`config.mk`:
```
export PLATFORM = sky130hd
export DESIGN_NAME = vga_timing_gen_flat
export DESIGN_NICKNAME = d
export VERILOG_FILES = /design/src/rtl/vga_pkg.sv /design/src/rtl/vga_timing_gen_if.sv /design/src/rtl/wrap_counter.sv /design/src/rtl/vga_timing_gen.sv /design/src/flat_wrapper.sv
export SDC_FILE = /design/constraint.sdc
export NUM_CORES = 1
export LEC_CHECK = 0
export CORE_MARGIN = 2
export CORE_UTILIZATION = 51
export DETAILED_ROUTE_END_ITERATION = 8
export PLACE_DENSITY = 0.79
export SLEW_MARGIN = 10
export SYNTH_ARGS = -nofsm -noshare
export SYNTH_HDL_FRONTEND = slang
export SYNTH_SLANG_ARGS = --single-unit
```
`constraint.sdc`:
```
create_clock -name clk -period 2.5 [get_ports clk]
set_input_delay 0.5 -clock clk [delete_from_list [all_inputs] [get_ports clk]]
set_output_delay 0.5 -clock clk [all_outputs]
set_load 0.05 [all_outputs]
```
`src/rtl/vga_pkg.sv`:
```
// Shared VGA 640x480@60 timing constants and the raster position type.
// Imported by the timing generator and by the downstream pixel colour stage.
package vga_pkg;

  localparam int H_DISPLAY = 640;
  localparam int H_FRONT   = 16;
  localparam int H_SYNC    = 96;
  localparam int H_BACK    = 48;
  localparam int V_DISPLAY = 480;
  localparam int V_FRONT   = 10;
  localparam int V_SYNC    = 2;
  localparam int V_BACK    = 33;

  localparam logic SYNC_ACTIVE = 1'b0;

  localparam int H_TOTAL      = H_DISPLAY + H_FRONT + H_SYNC + H_BACK;
  localparam int V_TOTAL      = V_DISPLAY + V_FRONT + V_SYNC + V_BACK;
  localparam int H_SYNC_START = H_DISPLAY + H_FRONT;
  localparam int H_SYNC_END   = H_SYNC_START + H_SYNC - 1;
  localparam int V_SYNC_START = V_DISPLAY + V_FRONT;
  localparam int V_SYNC_END   = V_SYNC_START + V_SYNC - 1;

  localparam int POS_W = 10;
  typedef logic [POS_W-1:0] pos_t;

  // Inclusive range test on a raster coordinate.
  function automatic logic in_range(input pos_t p, input int lo, input int hi);
    return (int'(p) >= lo) && (int'(p) <= hi);
  endfunction

endpackage

```
`src/rtl/vga_timing_gen_if.sv`:
```
// Raster bundle between the timing generator and the pixel colour stage.
// The consumer side also supplies the pixel-clock enable.
interface vga_timing_gen_if;
  import vga_pkg::*;

  logic       ce;
  pos_t       hpos;
  pos_t       vpos;
  logic       hsync;
  logic       vsync;
  logic       visible;
  logic       line_start;
  logic       frame_start;
  logic [9:0] frame_count;

  modport master (
    input  ce,
    output hpos, vpos, hsync, vsync, visible, line_start, frame_start, frame_count
  );

  modport slave (
    output ce,
    input  hpos, vpos, hsync, vsync, visible, line_start, frame_start, frame_count
  );

endinterface

```
`src/rtl/wrap_counter.sv`:
```
// Modulo-N counter with enable; resets to N-1 so the first enabled edge wraps.
// q_nxt is the value q takes on the coming edge, for flag look-ahead.
module wrap_counter
  import vga_pkg::*;
#(
  parameter int N = 800
) (
  input  logic clk,
  input  logic rst,
  input  logic en,
  output pos_t q,
  output pos_t q_nxt,
  output logic wrap
);

  logic at_max;

  assign at_max = (q == pos_t'(N - 1));
  assign wrap   = en & at_max;

  always_comb begin
    q_nxt = q;
    if (en) q_nxt = at_max ? '0 : q + 1'b1;
  end

  always_ff @(posedge clk or posedge rst) begin
    if (rst) q <= pos_t'(N - 1);
    else     q <= q_nxt;
  end

endmodule

```
`src/rtl/vga_timing_gen.sv`:
```
// VGA raster timing: position counters, syncs, visible flag, line/frame strobes
// and frame counter, all registered and aligned with hpos/vpos.
module vga_timing_gen
  import vga_pkg::*;
#(
  parameter int   H_DISPLAY   = vga_pkg::H_DISPLAY,
  parameter int   H_FRONT     = vga_pkg::H_FRONT,
  parameter int   H_SYNC      = vga_pkg::H_SYNC,
  parameter int   H_BACK      = vga_pkg::H_BACK,
  parameter int   V_DISPLAY   = vga_pkg::V_DISPLAY,
  parameter int   V_FRONT     = vga_pkg::V_FRONT,
  parameter int   V_SYNC      = vga_pkg::V_SYNC,
  parameter int   V_BACK      = vga_pkg::V_BACK,
  parameter logic SYNC_ACTIVE = vga_pkg::SYNC_ACTIVE
) (
  input logic               clk,
  input logic               rst,
  vga_timing_gen_if.master  vif
);

  localparam int H_TOTAL      = H_DISPLAY + H_FRONT + H_SYNC + H_BACK;
  localparam int V_TOTAL      = V_DISPLAY + V_FRONT + V_SYNC + V_BACK;
  localparam int H_SYNC_START = H_DISPLAY + H_FRONT;
  localparam int H_SYNC_END   = H_SYNC_START + H_SYNC - 1;
  localparam int V_SYNC_START = V_DISPLAY + V_FRONT;
  localparam int V_SYNC_END   = V_SYNC_START + V_SYNC - 1;

  pos_t       h_q, h_nxt, v_q, v_nxt;
  logic       h_wrap, v_wrap;
  logic       hsync_r, vsync_r, visible_r, line_start_r, frame_start_r;
  logic [9:0] frame_count_r;

  wrap_counter #(.N(H_TOTAL)) u_hcnt (
    .clk   (clk),
    .rst   (rst),
    .en    (vif.ce),
    .q     (h_q),
    .q_nxt (h_nxt),
    .wrap  (h_wrap)
  );

  // v_wrap therefore marks the edge that lands on (0,0).
  wrap_counter #(.N(V_TOTAL)) u_vcnt (
    .clk   (clk),
    .rst   (rst),
    .en    (vif.ce & h_wrap),
    .q     (v_q),
    .q_nxt (v_nxt),
    .wrap  (v_wrap)
  );

  // Flags come from the next-state counters so they line up with hpos/vpos.
  always_ff @(posedge clk or posedge rst) begin
    if (rst) begin
      hsync_r       <= ~SYNC_ACTIVE;
      vsync_r       <= ~SYNC_ACTIVE;
      visible_r     <= 1'b0;
      line_start_r  <= 1'b0;
      frame_start_r <= 1'b0;
      frame_count_r <= '0;
    end else begin
      line_start_r  <= h_wrap;
      frame_start_r <= v_wrap;
      if (vif.ce) begin
        hsync_r   <= in_range(h_nxt, H_SYNC_START, H_SYNC_END) ? SYNC_ACTIVE : ~SYNC_ACTIVE;
        vsync_r   <= in_range(v_nxt, V_SYNC_START, V_SYNC_END) ? SYNC_ACTIVE : ~SYNC_ACTIVE;
        visible_r <= (int'(h_nxt) < H_DISPLAY) && (int'(v_nxt) < V_DISPLAY);
        if (v_wrap) frame_count_r <= frame_count_r + 1'b1;
      end
    end
  end

  assign vif.hpos        = h_q;
  assign vif.vpos        = v_q;
  assign vif.hsync       = hsync_r;
  assign vif.vsync       = vsync_r;
  assign vif.visible     = visible_r;
  assign vif.line_start  = line_start_r;
  assign vif.frame_start = frame_start_r;
  assign vif.frame_count = frame_count_r;

endmodule

```
`src/flat_wrapper.sv`:
```
// flat-port wrapper written by rule: the top's interface ports become plain ports
module vga_timing_gen_flat import vga_pkg::*;
#(
  parameter int   H_DISPLAY   = vga_pkg::H_DISPLAY,
  parameter int   H_FRONT     = vga_pkg::H_FRONT,
  parameter int   H_SYNC      = vga_pkg::H_SYNC,
  parameter int   H_BACK      = vga_pkg::H_BACK,
  parameter int   V_DISPLAY   = vga_pkg::V_DISPLAY,
  parameter int   V_FRONT     = vga_pkg::V_FRONT,
  parameter int   V_SYNC      = vga_pkg::V_SYNC,
  parameter int   V_BACK      = vga_pkg::V_BACK,
  parameter logic SYNC_ACTIVE = vga_pkg::SYNC_ACTIVE
)
  (clk, rst, vif_ce, vif_hpos, vif_vpos, vif_hsync, vif_vsync, vif_visible, vif_line_start, vif_frame_start, vif_frame_count);
  vga_timing_gen_if vif_i ();
  input logic clk;
  input logic rst;
  input wire logic [$bits(vif_i.ce)-1:0] vif_ce;
  output wire logic [$bits(vif_i.hpos)-1:0] vif_hpos;
  output wire logic [$bits(vif_i.vpos)-1:0] vif_vpos;
  output wire logic [$bits(vif_i.hsync)-1:0] vif_hsync;
  output wire logic [$bits(vif_i.vsync)-1:0] vif_vsync;
  output wire logic [$bits(vif_i.visible)-1:0] vif_visible;
  output wire logic [$bits(vif_i.line_start)-1:0] vif_line_start;
  output wire logic [$bits(vif_i.frame_start)-1:0] vif_frame_start;
  output wire logic [$bits(vif_i.frame_count)-1:0] vif_frame_count;
  assign vif_i.ce = vif_ce;
  assign vif_hpos = vif_i.hpos;
  assign vif_vpos = vif_i.vpos;
  assign vif_hsync = vif_i.hsync;
  assign vif_vsync = vif_i.vsync;
  assign vif_visible = vif_i.visible;
  assign vif_line_start = vif_i.line_start;
  assign vif_frame_start = vif_i.frame_start;
  assign vif_frame_count = vif_i.frame_count;
  vga_timing_gen #(.H_DISPLAY(H_DISPLAY), .H_FRONT(H_FRONT), .H_SYNC(H_SYNC), .H_BACK(H_BACK), .V_DISPLAY(V_DISPLAY), .V_FRONT(V_FRONT), .V_SYNC(V_SYNC), .V_BACK(V_BACK), .SYNC_ACTIVE(SYNC_ACTIVE)) u_core (.clk(clk), .rst(rst), .vif(vif_i));
endmodule
```
==> summary.txt <==
Place
  – HPWL after DPL: 2930 um
  – Port Buf Inserts: 37
  – RePlAce Congestion: 0.871

Finish
  – Util after Layout: 68.5%
  – Area growth from synthesis to layout: 29.9%
  – Nets: 247
  – Layout cells sized above 1: roughly 15%
  – Diodes inserted: 0

Detailed routing
  – Vias per cell: 5.55
  – First-pass iteration count of the detailed router: 4
  – Routed len/inst: 14.0 um
  – Via count: 1604
  – DRC: 0
  – Routed wire length: 4050 um
  – Antenna Nets Post-Route: 0
  – Initial DRC Count: 80

STA
  – Slew margin rel.: 66.5%
  – Setup Skew: 2.20 ps
  – Count of pins over their slew limit: 0
  – Fin. Hold Viols: 0
  – Peak Freq: 0.430 GHz
  – Period Utilization, post-route: 93.1%
  – Unrepaired setup endpoints after global routing: no
  – Setup TNS: 0 ps
  – Fin crit period: 2330 ps
  – Tightest Pin Transition: 501 ps
  – Final-report setup violation count: 0

Setup path
  – CP Data Required Time: 2000 ps
  – CP max stage cell: clkdlybuf4s50_1
  – Worst R2R Path Depth: 6
  – Cell breakdown of the critical path: clkdlybuf4s50_1
  – Setup Crit Path Kind: reg2out
  – Critical Path AT: 1830 ps
  – CP Depth: 1
  – Worst setup SP type: register
  – Max stage delay on crit path: ~850 ps
  – Crit end category: output pin
  – Register-to-register setup slack: 360 ps
  – CP max FO: 15
  – Critical path buffer and inverter count: 1
  – CP top delay family: buffers and inverters

Power
  – Worst vdd ir: approximately 0.77 mV
  – Leak: 0.00110 uW
  – Cell Pwr Density: ~710 nW/um2

Logic synthesis
  – Mapped Nets: about 200
  – Cell variety after synth: 48
  – EDFF count, synth: 0
  – Post-synth top area cell: dfrtp_1
  – Post-synthesis sequential element count: 35
  – Netlist Area Pre-Place: 1930 um2
  – Register area share after synthesis: 46.1%
  – Mean post-synth cell area: 9.86 um2
  – Top cell type's share of synthesized area: 29.8%
  – Synth area leaders: dfrtp_1 30%, dfstp_2 16%, xnor2_1 5.4%, xor2_1 5.0%, nand3_1 3.6%
  – Mapped Cells: around 200
  – YS warnings: 0
  – Ys async rst share: 100%
  – Ys flop type: dfrtp_1

Floorplanning
  – # rows: 22
  – Die height: around 66 um
  – Initial Util: 52.8%
  – Die area: 4300 um2
  – Ports: 38
  – Core footprint: 3660 um2
  – Die width: about 66 um

Global route
  – GR Util All Layers: between 20% and 30%
  – Vias in the first global route: 1546
  – Largest net degree at the start of global routing: 36
  – GR Overflow Total: 0
  – First-pass GRT wire length: approximately 7000 um
  – Initial antenna violation count: 0

CTS
  – Hold_buf cts: 0
  – Max Buffers Root-to-Sink: 2
  – H-tree depth: 2
  – Post-CTS setup buffer count: 0
  – Clock insertion delay at the later pin of the skew report: 280 ps
  – Worst-path clk slew: ~70 ps
  – Clock sinks: 35
  – CTS tree: yes
  – CTS Root Cell: clkbuf_8
  – Cts repair resizes: 0
  – Num CTS Buffers: 5

Min path
  – Hold WC Path Type: reg2reg
  – Hold Path Depth: 1

Job
  – Max Cap Violations: 0

Status
  – Status: complete, no violations
[final timing paths]
check	start	endpoint
worst max-delay path	u_core.u_vcnt.q[2]	vif_vpos[2]
worst min-delay path	u_core.vif.frame_count[9]	u_core.vif.frame_count[9]
worst max register to register	u_core.u_hcnt.q[0]	u_core.vif.hsync
worst min register to register	u_core.vif.frame_count[9]	u_core.vif.frame_count[9]
max in group asynchronous	rst	u_core.u_vcnt.q[2]
min in group asynchronous	rst	u_core.vif.frame_count[6]
[cells in the final DEF, fill, tap and decap left out, drive strengths merged, types with 2 or more instances in the layout]
cell type and n:
or4 2, buf 5, inv 10, xor2 11, clkdlybuf4s50 37, o31ai 2
nand3 14, and4b 2, dfrtp 23, nand2 17, o21ai 8, dfstp 12
nor2 18, ha 4, a21oi 2, nor3 8, mux2 2, nor3b 4
and4 2, o2111ai 2, and2 4, and3 3, xnor2 12, nand4 12
clkbuf 6
[registers in the layout (all words and copies together), names as in the netlist]
| name | flops |
|---|---|
| u_core.vif.visible | 1 |
| u_core.vif.hsync | 1 |
| u_core.u_hcnt.q | 10 |
| u_core.vif.vsync | 1 |
| u_core.vif.frame_count | 10 |
| u_core.vif.line_start | 1 |
| u_core.u_vcnt.q | 10 |
| u_core.vif.frame_start | 1 |
[synth_stat cells (2+ instances only)]
cell       count
mux2_2         2
nor2_1        17
nand4_1       10
clkbuf_1       2
and2_1         3
buf_2          2
and4b_1        2
nand3_1       14
nor3b_1        4
xnor2_1       12
ha_1           4
o21ai_0        8
o2111ai_1      2
nand4_4        2
a21oi_1        2
o31ai_1        2
and3_1         3
xor2_1        11
nand2_1       17
dfrtp_1       23
nor3_1         8
dfstp_2       12
inv_1          9
[per-layer routing]
layer,part of all wire [%],vias to the layer above,global-route usage (%)
li1,-,789,-
met3,4.9,6,5.48
met4,1.5,0,7.29
met2,48,53,35.6
met5,0,-,0
met1,45,756,28.0
[through the flow]
stage          power (uW)  cell area (um2)  std cells  hold WS, ps  worst slack [ps]
6_report             1780             2510        289          465               173
4_1_cts              1800             2510        289          473               173
2_1_floorplan        1110             1930        196          593               318
3_3_place_gp         1270             2390        281          460               140
3_5_place_dp         1270             2390        281          461               100
5_1_grt              1880             2510        289          492               113
[power breakdown]
group          switching [uW]  internal (uW)  total [uW]
Sequential               92.8            656         749
Combinational             337            180         517
Clock                     194            322         517
Total                     624           1160        1780
[cell type report]
type | count | area (um2)
clock buffer | 6 | 82.6
clock inverter | 2 | 35.0
fill | 280 | 1150
inverter | 10 | 37.5
multi-input combinational | 146 | 982
sequential | 35 | 891
tap | 48 | 60.1
timing repair buffer | 42 | 420
[kinds of logic after synthesis]
| kind of cell | Yosys count | synth area share, % |
|---|---|---|
| adders and majority gates | 4 | 2.59 |
| and+or+nand+nor | 94 | 28.4 |
| AOI/OAI and AO/OA | 22 | 7.71 |
| xor gates and xnor gates | 23 | 10.4 |
| DFF | 35 | 46.1 |
| buffers and inverters | 15 | 3.04 |
| muxes | 3 | 1.68 |
Power figures use the tool's default switching activity.
